[src/rtl/tft_video_gen_if.sv]
// Control inputs and panel-side outputs of the TFT test-pattern generator.
// The generator uses the master side; the board/bench uses the slave side.
interface tft_video_gen_if;
    logic [1:0]  mode;
    logic [15:0] solid_rgb;
    logic        box_en;
    logic        btn_left;
    logic        btn_right;
    logic        btn_up;
    logic        btn_down;
    logic        pix_ce;
    logic        hsync;
    logic        vsync;
    logic        de;
    logic [4:0]  r;
    logic [5:0]  g;
    logic [4:0]  b;
    logic        frame_start;
    logic [9:0]  box_x;
    logic [8:0]  box_y;

    modport master (
        input  mode, solid_rgb, box_en, btn_left, btn_right, btn_up, btn_down,
        output pix_ce, hsync, vsync, de, r, g, b, frame_start, box_x, box_y
    );

    modport slave (
        output mode, solid_rgb, box_en, btn_left, btn_right, btn_up, btn_down,
        input  pix_ce, hsync, vsync, de, r, g, b, frame_start, box_x, box_y
    );
endinterface

[src/rtl/tft_video_gen.sv]
// TFT-LCD timing and RGB565 test-pattern generator with a movable box overlay.
// Optional macro TFT_BTN_REPEAT_EN: a button held for 16 frames auto-repeats
// one move per frame until released.
module tft_video_gen #(
    parameter int CLK_DIV  = 4,
    parameter int H_ACTIVE = 480,
    parameter int H_FP     = 2,
    parameter int H_SYNC   = 41,
    parameter int H_BP     = 2,
    parameter int V_ACTIVE = 272,
    parameter int V_FP     = 2,
    parameter int V_SYNC   = 10,
    parameter int V_BP     = 2,
    parameter bit SYNC_POL = 1'b0,
    parameter int BOX_SIZE = 32,
    parameter int STEP     = 8
) (
    input logic            clk,
    input logic            rst,
    tft_video_gen_if.master tft
);
    localparam int H_TOTAL = H_ACTIVE + H_FP + H_SYNC + H_BP;
    localparam int V_TOTAL = V_ACTIVE + V_FP + V_SYNC + V_BP;
    localparam int DW      = (CLK_DIV > 1) ? $clog2(CLK_DIV) : 1;

    localparam logic [DW-1:0] DIV_LAST = DW'(CLK_DIV - 1);
    localparam logic [9:0]  H_ACT    = 10'(H_ACTIVE);
    localparam logic [9:0]  H_LAST   = 10'(H_TOTAL - 1);
    localparam logic [9:0]  HS_BEG   = 10'(H_ACTIVE + H_FP);
    localparam logic [9:0]  HS_END   = 10'(H_ACTIVE + H_FP + H_SYNC);
    localparam logic [9:0]  BAR_W    = 10'(H_ACTIVE / 8);
    localparam logic [9:0]  BAR_LAST = 10'(7 * (H_ACTIVE / 8));
    localparam logic [9:0]  BX_MAX   = 10'(H_ACTIVE - BOX_SIZE);
    localparam logic [9:0]  BX_RST   = 10'((H_ACTIVE - BOX_SIZE) / 2);
    localparam logic [9:0]  STEP_X   = 10'(STEP);
    localparam logic [10:0] BOX_W    = 11'(BOX_SIZE);
    localparam logic [8:0]  V_ACT    = 9'(V_ACTIVE);
    localparam logic [8:0]  V_LAST   = 9'(V_TOTAL - 1);
    localparam logic [8:0]  VS_BEG   = 9'(V_ACTIVE + V_FP);
    localparam logic [8:0]  VS_END   = 9'(V_ACTIVE + V_FP + V_SYNC);
    localparam logic [8:0]  BY_MAX   = 9'(V_ACTIVE - BOX_SIZE);
    localparam logic [8:0]  BY_RST   = 9'((V_ACTIVE - BOX_SIZE) / 2);
    localparam logic [8:0]  STEP_Y   = 9'(STEP);
    localparam logic [9:0]  BOX_H    = 10'(BOX_SIZE);

    typedef enum logic [1:0] {IDLE, ARMED, APPLY} state_t;

    logic [DW-1:0] div, div_nxt;
    logic          pix_ce_q;
    logic [9:0]    hcnt;
    logic [8:0]    vcnt;
    logic          at_origin, active, in_box;
    logic [1:0]    mode_q, mode_eff;
    logic [2:0]    bar;
    logic [15:0]   pat, rgb_q;
    logic          hs_q, vs_q, de_q, fs_q;
    logic [9:0]    box_x, box_x_nxt;
    logic [8:0]    box_y, box_y_nxt;
    logic [10:0]   sum_x;
    logic [9:0]    sum_y;
    logic [3:0]    btn, btn_prev, rise, trig, dir_q;   // {left, right, up, down}
    logic          mv_l, mv_r, mv_u, mv_d, latch;
    state_t        state, state_nxt;

    assign div_nxt   = (div == DIV_LAST) ? '0 : div + 1'b1;
    assign at_origin = (hcnt == 10'd0) && (vcnt == 9'd0);
    assign active    = (hcnt < H_ACT) && (vcnt < V_ACT);
    assign in_box    = ({1'b0, hcnt} >= {1'b0, box_x}) && ({1'b0, hcnt} < {1'b0, box_x} + BOX_W) &&
                       ({1'b0, vcnt} >= {1'b0, box_y}) && ({1'b0, vcnt} < {1'b0, box_y} + BOX_H);
    // A new mode is used from the first pixel of the frame it is sampled on.
    assign mode_eff  = (pix_ce_q && at_origin) ? tft.mode : mode_q;

    // Pixel clock enable: registered so it is low during and right after reset.
    always_ff @(posedge clk) begin
        if (rst) begin
            div      <= '0;
            pix_ce_q <= 1'b0;
        end else begin
            div      <= div_nxt;
            pix_ce_q <= (div_nxt == DIV_LAST);
        end
    end

    // Horizontal/vertical position counters and the frame-sampled mode.
    always_ff @(posedge clk) begin
        if (rst) begin
            hcnt   <= '0;
            vcnt   <= '0;
            mode_q <= 2'd0;
        end else if (pix_ce_q) begin
            mode_q <= mode_eff;
            if (hcnt == H_LAST) begin
                hcnt <= '0;
                vcnt <= (vcnt == V_LAST) ? 9'd0 : vcnt + 9'd1;
            end else begin
                hcnt <= hcnt + 10'd1;
            end
        end
    end

    // Pattern colour for the current counter position.
    always_comb begin
        bar = 3'd0;
        pat = 16'h0000;
        case (mode_eff)
            2'd0: begin
                bar = (hcnt >= BAR_LAST) ? 3'd7 : 3'(hcnt / BAR_W);
                pat = {{5{~bar[1]}}, {6{~bar[2]}}, {5{~bar[0]}}};
            end
            2'd1:    pat = (hcnt[4:0] == 5'd0 || vcnt[4:0] == 5'd0) ? 16'hFFFF : 16'h0000;
            2'd2:    pat = tft.solid_rgb;
            default: pat = {hcnt[8:4], vcnt[8:3], ~hcnt[8:4]};
        endcase
    end

    // Output registers: one pix_ce behind the counters, all mutually aligned.
    always_ff @(posedge clk) begin
        if (rst) begin
            hs_q  <= ~SYNC_POL;
            vs_q  <= ~SYNC_POL;
            de_q  <= 1'b0;
            rgb_q <= 16'h0000;
            fs_q  <= 1'b0;
        end else begin
            fs_q <= 1'b0;
            if (pix_ce_q) begin
                hs_q  <= (hcnt >= HS_BEG && hcnt < HS_END) ? SYNC_POL : ~SYNC_POL;
                vs_q  <= (vcnt >= VS_BEG && vcnt < VS_END) ? SYNC_POL : ~SYNC_POL;
                de_q  <= active;
                rgb_q <= !active ? 16'h0000 : (tft.box_en && in_box) ? ~pat : pat;
                fs_q  <= at_origin;
            end
        end
    end

    assign btn  = {tft.btn_left, tft.btn_right, tft.btn_up, tft.btn_down};
    assign rise = btn & ~btn_prev;

`ifdef TFT_BTN_REPEAT_EN
    logic [4:0] hold_cnt;   // saturates at 16 frames held

    // Hold counter: frames with a button held, cleared on release.
    always_ff @(posedge clk) begin
        if (rst || btn == 4'b0000) hold_cnt <= 5'd0;
        else if (fs_q && !hold_cnt[4]) hold_cnt <= hold_cnt + 5'd1;
    end

    assign trig = rise | (hold_cnt[4] ? btn : 4'b0000);
`else
    assign trig = rise;
`endif

    // Button edge history.
    always_ff @(posedge clk) begin
        if (rst) btn_prev <= 4'b0000;
        else     btn_prev <= btn;
    end

    // Move FSM state register.
    always_ff @(posedge clk) begin
        if (rst) state <= IDLE;
        else     state <= state_nxt;
    end

    // Move FSM: arm on a button edge, apply right after the next frame start.
    always_comb begin
        state_nxt = state;
        latch     = 1'b0;
        case (state)
            IDLE:    if (|trig) begin latch = 1'b1; state_nxt = ARMED; end
            ARMED:   if (fs_q) state_nxt = APPLY;
            APPLY:   state_nxt = IDLE;
            default: state_nxt = IDLE;
        endcase
    end

    // Opposite directions cancel; each axis saturates at its bounds.
    assign mv_l  = dir_q[3] & ~dir_q[2];
    assign mv_r  = dir_q[2] & ~dir_q[3];
    assign mv_u  = dir_q[1] & ~dir_q[0];
    assign mv_d  = dir_q[0] & ~dir_q[1];
    assign sum_x = {1'b0, box_x} + {1'b0, STEP_X};
    assign sum_y = {1'b0, box_y} + {1'b0, STEP_Y};

    // Next box position with edge clamping.
    always_comb begin
        box_x_nxt = box_x;
        box_y_nxt = box_y;
        if (mv_r)      box_x_nxt = (sum_x > {1'b0, BX_MAX}) ? BX_MAX : sum_x[9:0];
        else if (mv_l) box_x_nxt = (box_x < STEP_X) ? 10'd0 : box_x - STEP_X;
        if (mv_d)      box_y_nxt = (sum_y > {1'b0, BY_MAX}) ? BY_MAX : sum_y[8:0];
        else if (mv_u) box_y_nxt = (box_y < STEP_Y) ? 9'd0 : box_y - STEP_Y;
    end

    // Latched direction and box position (only touched in APPLY).
    always_ff @(posedge clk) begin
        if (rst) begin
            dir_q <= 4'b0000;
            box_x <= BX_RST;
            box_y <= BY_RST;
        end else begin
            if (latch) dir_q <= trig;
            if (state == APPLY) begin
                box_x <= box_x_nxt;
                box_y <= box_y_nxt;
            end
        end
    end

    assign tft.pix_ce      = pix_ce_q;
    assign tft.hsync       = hs_q;
    assign tft.vsync       = vs_q;
    assign tft.de          = de_q;
    assign tft.r           = rgb_q[15:11];
    assign tft.g           = rgb_q[10:5];
    assign tft.b           = rgb_q[4:0];
    assign tft.frame_start = fs_q;
    assign tft.box_x       = box_x;
    assign tft.box_y       = box_y;
endmodule

[src/flat_wrapper.sv]
// flat-port wrapper written by rule: the top's interface ports become plain ports
module tft_video_gen_flat 
#(
    parameter int CLK_DIV  = 4,
    parameter int H_ACTIVE = 480,
    parameter int H_FP     = 2,
    parameter int H_SYNC   = 41,
    parameter int H_BP     = 2,
    parameter int V_ACTIVE = 272,
    parameter int V_FP     = 2,
    parameter int V_SYNC   = 10,
    parameter int V_BP     = 2,
    parameter bit SYNC_POL = 1'b0,
    parameter int BOX_SIZE = 32,
    parameter int STEP     = 8
)
  (clk, rst, tft_mode, tft_solid_rgb, tft_box_en, tft_btn_left, tft_btn_right, tft_btn_up, tft_btn_down, tft_pix_ce, tft_hsync, tft_vsync, tft_de, tft_r, tft_g, tft_b, tft_frame_start, tft_box_x, tft_box_y);
  tft_video_gen_if tft_i ();
  input logic clk;
  input logic rst;
  input wire logic [$bits(tft_i.mode)-1:0] tft_mode;
  input wire logic [$bits(tft_i.solid_rgb)-1:0] tft_solid_rgb;
  input wire logic [$bits(tft_i.box_en)-1:0] tft_box_en;
  input wire logic [$bits(tft_i.btn_left)-1:0] tft_btn_left;
  input wire logic [$bits(tft_i.btn_right)-1:0] tft_btn_right;
  input wire logic [$bits(tft_i.btn_up)-1:0] tft_btn_up;
  input wire logic [$bits(tft_i.btn_down)-1:0] tft_btn_down;
  output wire logic [$bits(tft_i.pix_ce)-1:0] tft_pix_ce;
  output wire logic [$bits(tft_i.hsync)-1:0] tft_hsync;
  output wire logic [$bits(tft_i.vsync)-1:0] tft_vsync;
  output wire logic [$bits(tft_i.de)-1:0] tft_de;
  output wire logic [$bits(tft_i.r)-1:0] tft_r;
  output wire logic [$bits(tft_i.g)-1:0] tft_g;
  output wire logic [$bits(tft_i.b)-1:0] tft_b;
  output wire logic [$bits(tft_i.frame_start)-1:0] tft_frame_start;
  output wire logic [$bits(tft_i.box_x)-1:0] tft_box_x;
  output wire logic [$bits(tft_i.box_y)-1:0] tft_box_y;
  assign tft_i.mode = tft_mode;
  assign tft_i.solid_rgb = tft_solid_rgb;
  assign tft_i.box_en = tft_box_en;
  assign tft_i.btn_left = tft_btn_left;
  assign tft_i.btn_right = tft_btn_right;
  assign tft_i.btn_up = tft_btn_up;
  assign tft_i.btn_down = tft_btn_down;
  assign tft_pix_ce = tft_i.pix_ce;
  assign tft_hsync = tft_i.hsync;
  assign tft_vsync = tft_i.vsync;
  assign tft_de = tft_i.de;
  assign tft_r = tft_i.r;
  assign tft_g = tft_i.g;
  assign tft_b = tft_i.b;
  assign tft_frame_start = tft_i.frame_start;
  assign tft_box_x = tft_i.box_x;
  assign tft_box_y = tft_i.box_y;
  tft_video_gen #(.CLK_DIV(CLK_DIV), .H_ACTIVE(H_ACTIVE), .H_FP(H_FP), .H_SYNC(H_SYNC), .H_BP(H_BP), .V_ACTIVE(V_ACTIVE), .V_FP(V_FP), .V_SYNC(V_SYNC), .V_BP(V_BP), .SYNC_POL(SYNC_POL), .BOX_SIZE(BOX_SIZE), .STEP(STEP)) u_core (.clk(clk), .rst(rst), .tft(tft_i));
endmodule
[config.mk]
export PLATFORM = sky130hd
export DESIGN_NAME = tft_video_gen_flat
export DESIGN_NICKNAME = d
export VERILOG_FILES = /design/src/rtl/tft_video_gen_if.sv /design/src/rtl/tft_video_gen.sv /design/src/flat_wrapper.sv
export SDC_FILE = /design/constraint.sdc
export NUM_CORES = 1
export LEC_CHECK = 0
export ABC_AREA = 1
export CAP_MARGIN = 10
export CORE_MARGIN = 2
export CORE_UTILIZATION = 50
export CTS_CLUSTER_DIAMETER = 30
export DETAILED_ROUTE_END_ITERATION = 10
export PLACE_DENSITY_LB_ADDON = 0.2
export REMOVE_ABC_BUFFERS = 1
export SKIP_CTS_REPAIR_TIMING = 1
export SLEW_MARGIN = 20
export SYNTH_ARGS = -nofsm -noshare
export SYNTH_HDL_FRONTEND = slang
export SYNTH_SLANG_ARGS = --single-unit
[constraint.sdc]
create_clock -name clk -period 2.64 [get_ports clk]
set_input_delay 0.264 -clock clk [delete_from_list [all_inputs] [get_ports clk]]
set_output_delay 0.264 -clock clk [all_outputs]
set_load 0.1 [all_outputs]
======== Word level (Yosys, flattened, before mapping) ========
Index checks and enable logic that the tools add are counted.
cells by class
  $add $sub $neg .......................... 9
  divide/modulo/power cells ............... 1
  magnitude comparators ................... 15
  equal/unequal tests ..................... 10
  multiplexer cells ....................... 24
  bitwise operators ....................... 16
  reduce and logical (&&, ||, !) cells .... 24
operators by type and width
  cell                   count
  $mux 10                5
  $mux 16                3
  $pmux 16 s3            1
  $mux 9                 5
  $ge 10x9->1 const B    2
  $lt 9x9->1 const B     2
  $not 16->16            1
  $add 10x4->11 const B  1
  $add 10x6->11 const B  1
  $gt 11x9->1 const B    1
  $lt 10x11->1           1
  $add 10x1->10 const B  1
  $add 9x4->10 const B   1
  $add 9x6->10 const B   1
  $div 10x6->10 const B  1
  $eq 10x10->1 const B   1
  $ge 10x10->1           1
  $gt 10x8->1 const B    1
  $logic_not 10->1       1
  $logic_not 5->1        2
  $lt 10x10->1 const B   1
  $lt 10x4->1 const B    1
  $lt 10x9->1 const B    1
  $lt 9x10->1            1
  other kinds (28)       62
storage, ports and cells
  bits in registers ....................... 73
  input bits .............................. 25
  logic and storage cells ................. 114

======== Longest topological paths before layout ========
  word-level depth ........................ 9
  depth in mapped cells ................... 22
  mapped depth without buffers ............ 21

======== Worst setup path before layout ========
No wires, ideal clock.
  path type ............................... register -> register
  start ................................... register u_core.box_x[5] (netlist: u_core.tft.box_x[5])
  end ..................................... register u_core.rgb_q[13]
  library setup time ...................... 0.132 ns
  data arrival time ....................... 3.222 ns
  path slack .............................. -0.714 ns
  stages on the path, launching flop included .. 17
  path buffers ............................ 3
  clock period less this slack ............ 3.354 ns
  path through ............................ dfxtp_1 clkbuf_1 inv_1 ha_1 inv_1 ha_1 inv_1 o31ai_1 nand2_1 o211ai_1 inv_1 nand3_1 clkbuf_1 clkbuf_1 nand4_1 nand3_1 a21oi_1
between the ends
  word-level cells in the longest chain between the ends .. 8
  elaborated cells between the ends (all ways) .. 9
  those cells by class .................... 1 x add/sub; 2 x order compare; 2 x mux; 4 x reduce/logical
ends and longest elaborated chain
  item                               RTL line              source
  start, declared                    tft_video_gen.sv:57   logic [9:0] box_x, box_x_nxt;
  start signal, assigned             tft_video_gen.sv:204  box_x <= box_x_nxt;
  $add 10x6->11                      tft_video_gen.sv:68   assign in_box = ({1'b0, hcnt} >= {1'b0, box_x}) && ({1'b0, hcnt} < {1'b0, box_x} + BOX_W) &&
  $lt 10x11->1                       tft_video_gen.sv:68
  $logic_and 1x1->1 * (2 in series)  tft_video_gen.sv:68
  $logic_and 1x1->1 *                tft_video_gen.sv:69   ({1'b0, vcnt} >= {1'b0, box_y}) && ({1'b0, vcnt} < {1'b0, box_y} + BOX_H);
  $logic_and 1x1->1 *                tft_video_gen.sv:130  rgb_q <= !active ? 16'h0000 : (tft.box_en && in_box) ? ~pat : pat;
  $mux 16 * (2 in series)            tft_video_gen.sv:130
  end signal, assigned               tft_video_gen.sv:130
  end, declared                      tft_video_gen.sv:55   logic [15:0] pat, rgb_q;
Mark *: on every way between the ends. The rest lies on a longest branch, timed or not.
A chain may end at the register's enable or synchronous reset.

======== Worst setup path in the final report ========
  start ................................... register u_core.box_x[5] (netlist: u_core.tft.box_x[5])
  end ..................................... register u_core.rgb_q[7]
Same word-level chain as after synthesis.

==> run_results.csv <==
group,metric,value,unit
critical_path,crit_fanout,6,
status,status,"finished, final reports clean",
logic_synthesis,yosysTopAreaCellShare,28.2,%
route,vias,4948,
global_routing,grt_max_degree,35,
floorplanning,core_area,9240,µm²
placed_design,gp_congestion,0.938,
sta,whs,0.440,ns
worst_hold_path,min_path_cells,3,
critical_path,reg2reg_slack,0.17,ns
clocking,clock_path_buffers,2,
critical_path,cp_data_required_time,2.87,ns
critical_path,worstRegToRegCells,15,
power_and_ir_drop,ir_drop,0.245,mV
clocking,cts_sinks,67,
route,route.detailed.drc,0,
layout,final_cells,949,
critical_path,critical_path.top_delay_family,"simple AND/OR/NAND/NOR gates",
critical_path,cp_slowest_stage_delay,0.36,ns
critical_path,crit_buf_inv,3,
logic_synthesis,synth_top_family_by_area,"simple AND/OR/NAND/NOR gates",
logic_synthesis,syn_area,4760,µm²
placed_design,dp.cells,929,
logic_synthesis,ys_async_sr_fraction,0,%
layout,drive_gt1_share,16.5,%
logic_synthesis,synth-seq-cells,67,
route,wl_per_cell,12.8,µm
logic_synthesis,netlist_top_cells_area,"dfxtp_1 28%, nand2_1 13%, ha_1 10%",
sta,finalMaxSlewViolations,0,
route,drt_iter0_drc,228,
placed_design,numPortBuffers,58,
clocking,cts_root_buffer,"clkbuf_8",
layout,syn2layout_area_growth,23.5,%
layout,num_antenna_cells,0,
sta,max_freq,0.405,GHz
floorplanning,dieWidth,102,µm
sta,period_needed,2.47,ns
clocking,cts_buffers,9,
logic_synthesis,synth_edf_count,0,
layout,mostFrequentLayoutCell,"nand2_1",
logic_synthesis,syn_area_per_cell,6.60,µm²
sta,setup_tns,0,ns
clocking,cts_tree,"yes",
logic_synthesis,synthSimpleGateAreaFrac,30.4,%
sta,max_slew.worst_pin.slew,0.503,ns
logic_synthesis,yosys.area_share.adder,10.2,%
logic_synthesis,synth_xor_area_share,3.86,%
critical_path,path_cells,"ha_1, nand2_1, nor2_1, xor2_1, ha_1, nand4_1, inv_1, nand2_1, o211ai_1, inv_1, nand3_4, buf_4, or2_1, nand3_1, a21oi_1",
logic_synthesis,yosys_most_used_dff,"dfxtp_1",
layout,nNetsFinal,879,
placed_design,dpl.hpwl,9.36,mm
floorplanning,placementRows,35,
logic_synthesis,muxShareOfSynthArea,0,%
route,vias_per_cell,5.21,
route,drtAntennaViolNets,0,
logic_synthesis,ys_warn_count,0,
flow_run,cap_violations,0,
critical_path,arrival,2.70,ns
sta,relSlewSlack,66.5,%
critical_path,startpoint,"u_core.tft.box_x[5]",
floorplanning,die_area,10300,µm²
critical_path,critPathSlowestCell,"dfxtp_2",
critical_path,rr_startpoint,"u_core.tft.box_x[5]",
floorplanning,die_h,102,µm
logic_synthesis,synth_compound_area_share,15.9,%
power_and_ir_drop,totalPowerFinal,2.40,mW
critical_path,critPathCaptureType,"flop",
power_and_ir_drop,p_per_area,408,nW/µm²
global_routing,grt_first_pass_wirelength,20.5,mm
logic_synthesis,yosysTopAreaCell,"dfxtp_1",
route,finalWirelength,12.2,mm
critical_path,cp.depth,15,
clocking,htreeDepth,3,
logic_synthesis,seq_area_frac_synth,28.2,%
sta,setup_viol,0,
global_routing,antenna_found_initial,0,
critical_path,r2r_end,"u_core.rgb_q[7]",
critical_path,start_kind,"flop",
clocking,clock_latency,0.36,ns
power_and_ir_drop,p_leak,2.80,nW
route,dr.pass1.iters,5,
floorplanning,initial_utilization,51.6,%
sta,fin_ws,0.172,ns
global_routing,track_usage,24.4,%
layout,final_cell_mix,"161 x nand2_1, 97 x inv_1, 74 x buf_4, 66 x nor2_1, 57 x dfxtp_1",
sta,fin_skew,0.0121,ns
placed_design,dp_slack,-0.106,ns
global_routing,grt.overflow.total,0,
critical_path,setup.worst_path.class,"reg2reg",
clocking,path_clk_slew,0.09,ns
critical_path,crit_end,"u_core.rgb_q[7]",
layout,fillers,843,
worst_hold_path,hold_class,"in2reg",
sta,hold_violations,0,
sta,post-route-period-util,93.5,%
logic_synthesis,yosysUniqueCellTypes,49,
global_routing,grt_pass1_vias,4605,
logic_synthesis,syn_inst,722,
floorplanning,ios,65,
registers in the layout, indices dropped and copies added (netlist names), 2 cells and up:
signal            flops
u_core.btn_prev       4
u_core.dir_q          4
u_core.div            2
u_core.hcnt          10
u_core.mode_q         2
u_core.rgb_q         16
u_core.state          2
u_core.tft.box_x      7
u_core.tft.box_y      6
u_core.vcnt           9
cell usage after synthesis (2+ instances only):
master	n
nand2_2	2
o21ai_2	2
nor3b_1	2
nand3_1	51
nor2_1	69
nor4_1	4
nand2_1	161
buf_4	6
a21oi_1	53
nor3_1	13
a32oi_1	2
buf_6	2
dfxtp_1	67
clkbuf_1	11
nand3b_1	4
xor2_1	19
o21bai_1	3
buf_2	5
o31ai_1	2
nand4_1	9
a31oi_1	7
xnor2_1	2
inv_1	100
inv_2	8
o211ai_1	2
or2_1	4
o21ai_0	38
ha_1	39
o21ai_1	13
a211oi_1	3
worst min-delay path by stage:
| stage | startpoint | endpoint | slack, ns |
|---|---|---|---|
| final | tft_btn_up | u_core.btn_prev[1] | 0.44 |
| after global routing | tft_btn_left | u_core.btn_prev[3] | 0.45 |
| after CTS | tft_btn_up | u_core.btn_prev[1] | 0.44 |
| after detailed placement | u_core.div[0] | u_core.div[0] | 0.44 |
| after global placement | u_core.div[0] | u_core.div[0] | 0.44 |
| after floorplan | rst | u_core.div[1] | 0.33 |
logic make-up after synthesis:
family	count (synthesis)
buffers and inverters	133
AND/OR/NAND/NOR	327
adder cells (fa/ha/maj)	39
other	1
flip-flops	67
AO/OA/AOI/OAI	134
XOR/XNOR	21
through the flow:
step	instance area, µm²	util [%]
after floorplan	4650	-
after global placement	5600	60.6
after detailed placement	5600	60.6
after CTS	5770	62.5
after global routing	5880	63.7
final	5880	63.7
worst register-to-register path: cells and delay by family, from the launching register on:
kind | cells | cell delay [ns]
AO/OA/AOI/OAI | 2 | 0.18
XOR/XNOR | 1 | 0.20
adder cells (fa/ha/maj) | 2 | 0.45
buffers and inverters | 3 | 0.36
flip-flops | 1 | 0.36
AND/OR/NAND/NOR | 7 | 0.80
per-layer routing:
layer	track usage (%)	up-vias	wire, µm	part of all wire [%]
met3	3.59	19	571	4.7
met5	0	-	0	0
met4	7.48	0	207	1.7
met2	41.8	143	5770	47
met1	31.7	2252	5620	46
li1	-	2534	-	-
power breakdown:
group	switching (mW)	internal, mW	total (mW)
combinational	0.386	0.149	0.535
sequential	0.0230	1.05	1.07
clock	0.447	0.345	0.792
total	0.856	1.54	2.40
layout make-up:
cell class	instances	area (µm²)	share of cell area (%)
Clock inverter	7	52.6	0.893
Tap cell	129	161	2.74
Multi-Input combinational cell	527	2940	49.9
Timing Repair inverter	1	7.51	0.128
Sequential cell	67	1360	23.1
Clock buffer	9	124	2.11
Inverter	109	415	7.06
Timing Repair Buffer	100	827	14.1
Note: power is estimated with default switching activity, not from simulation.
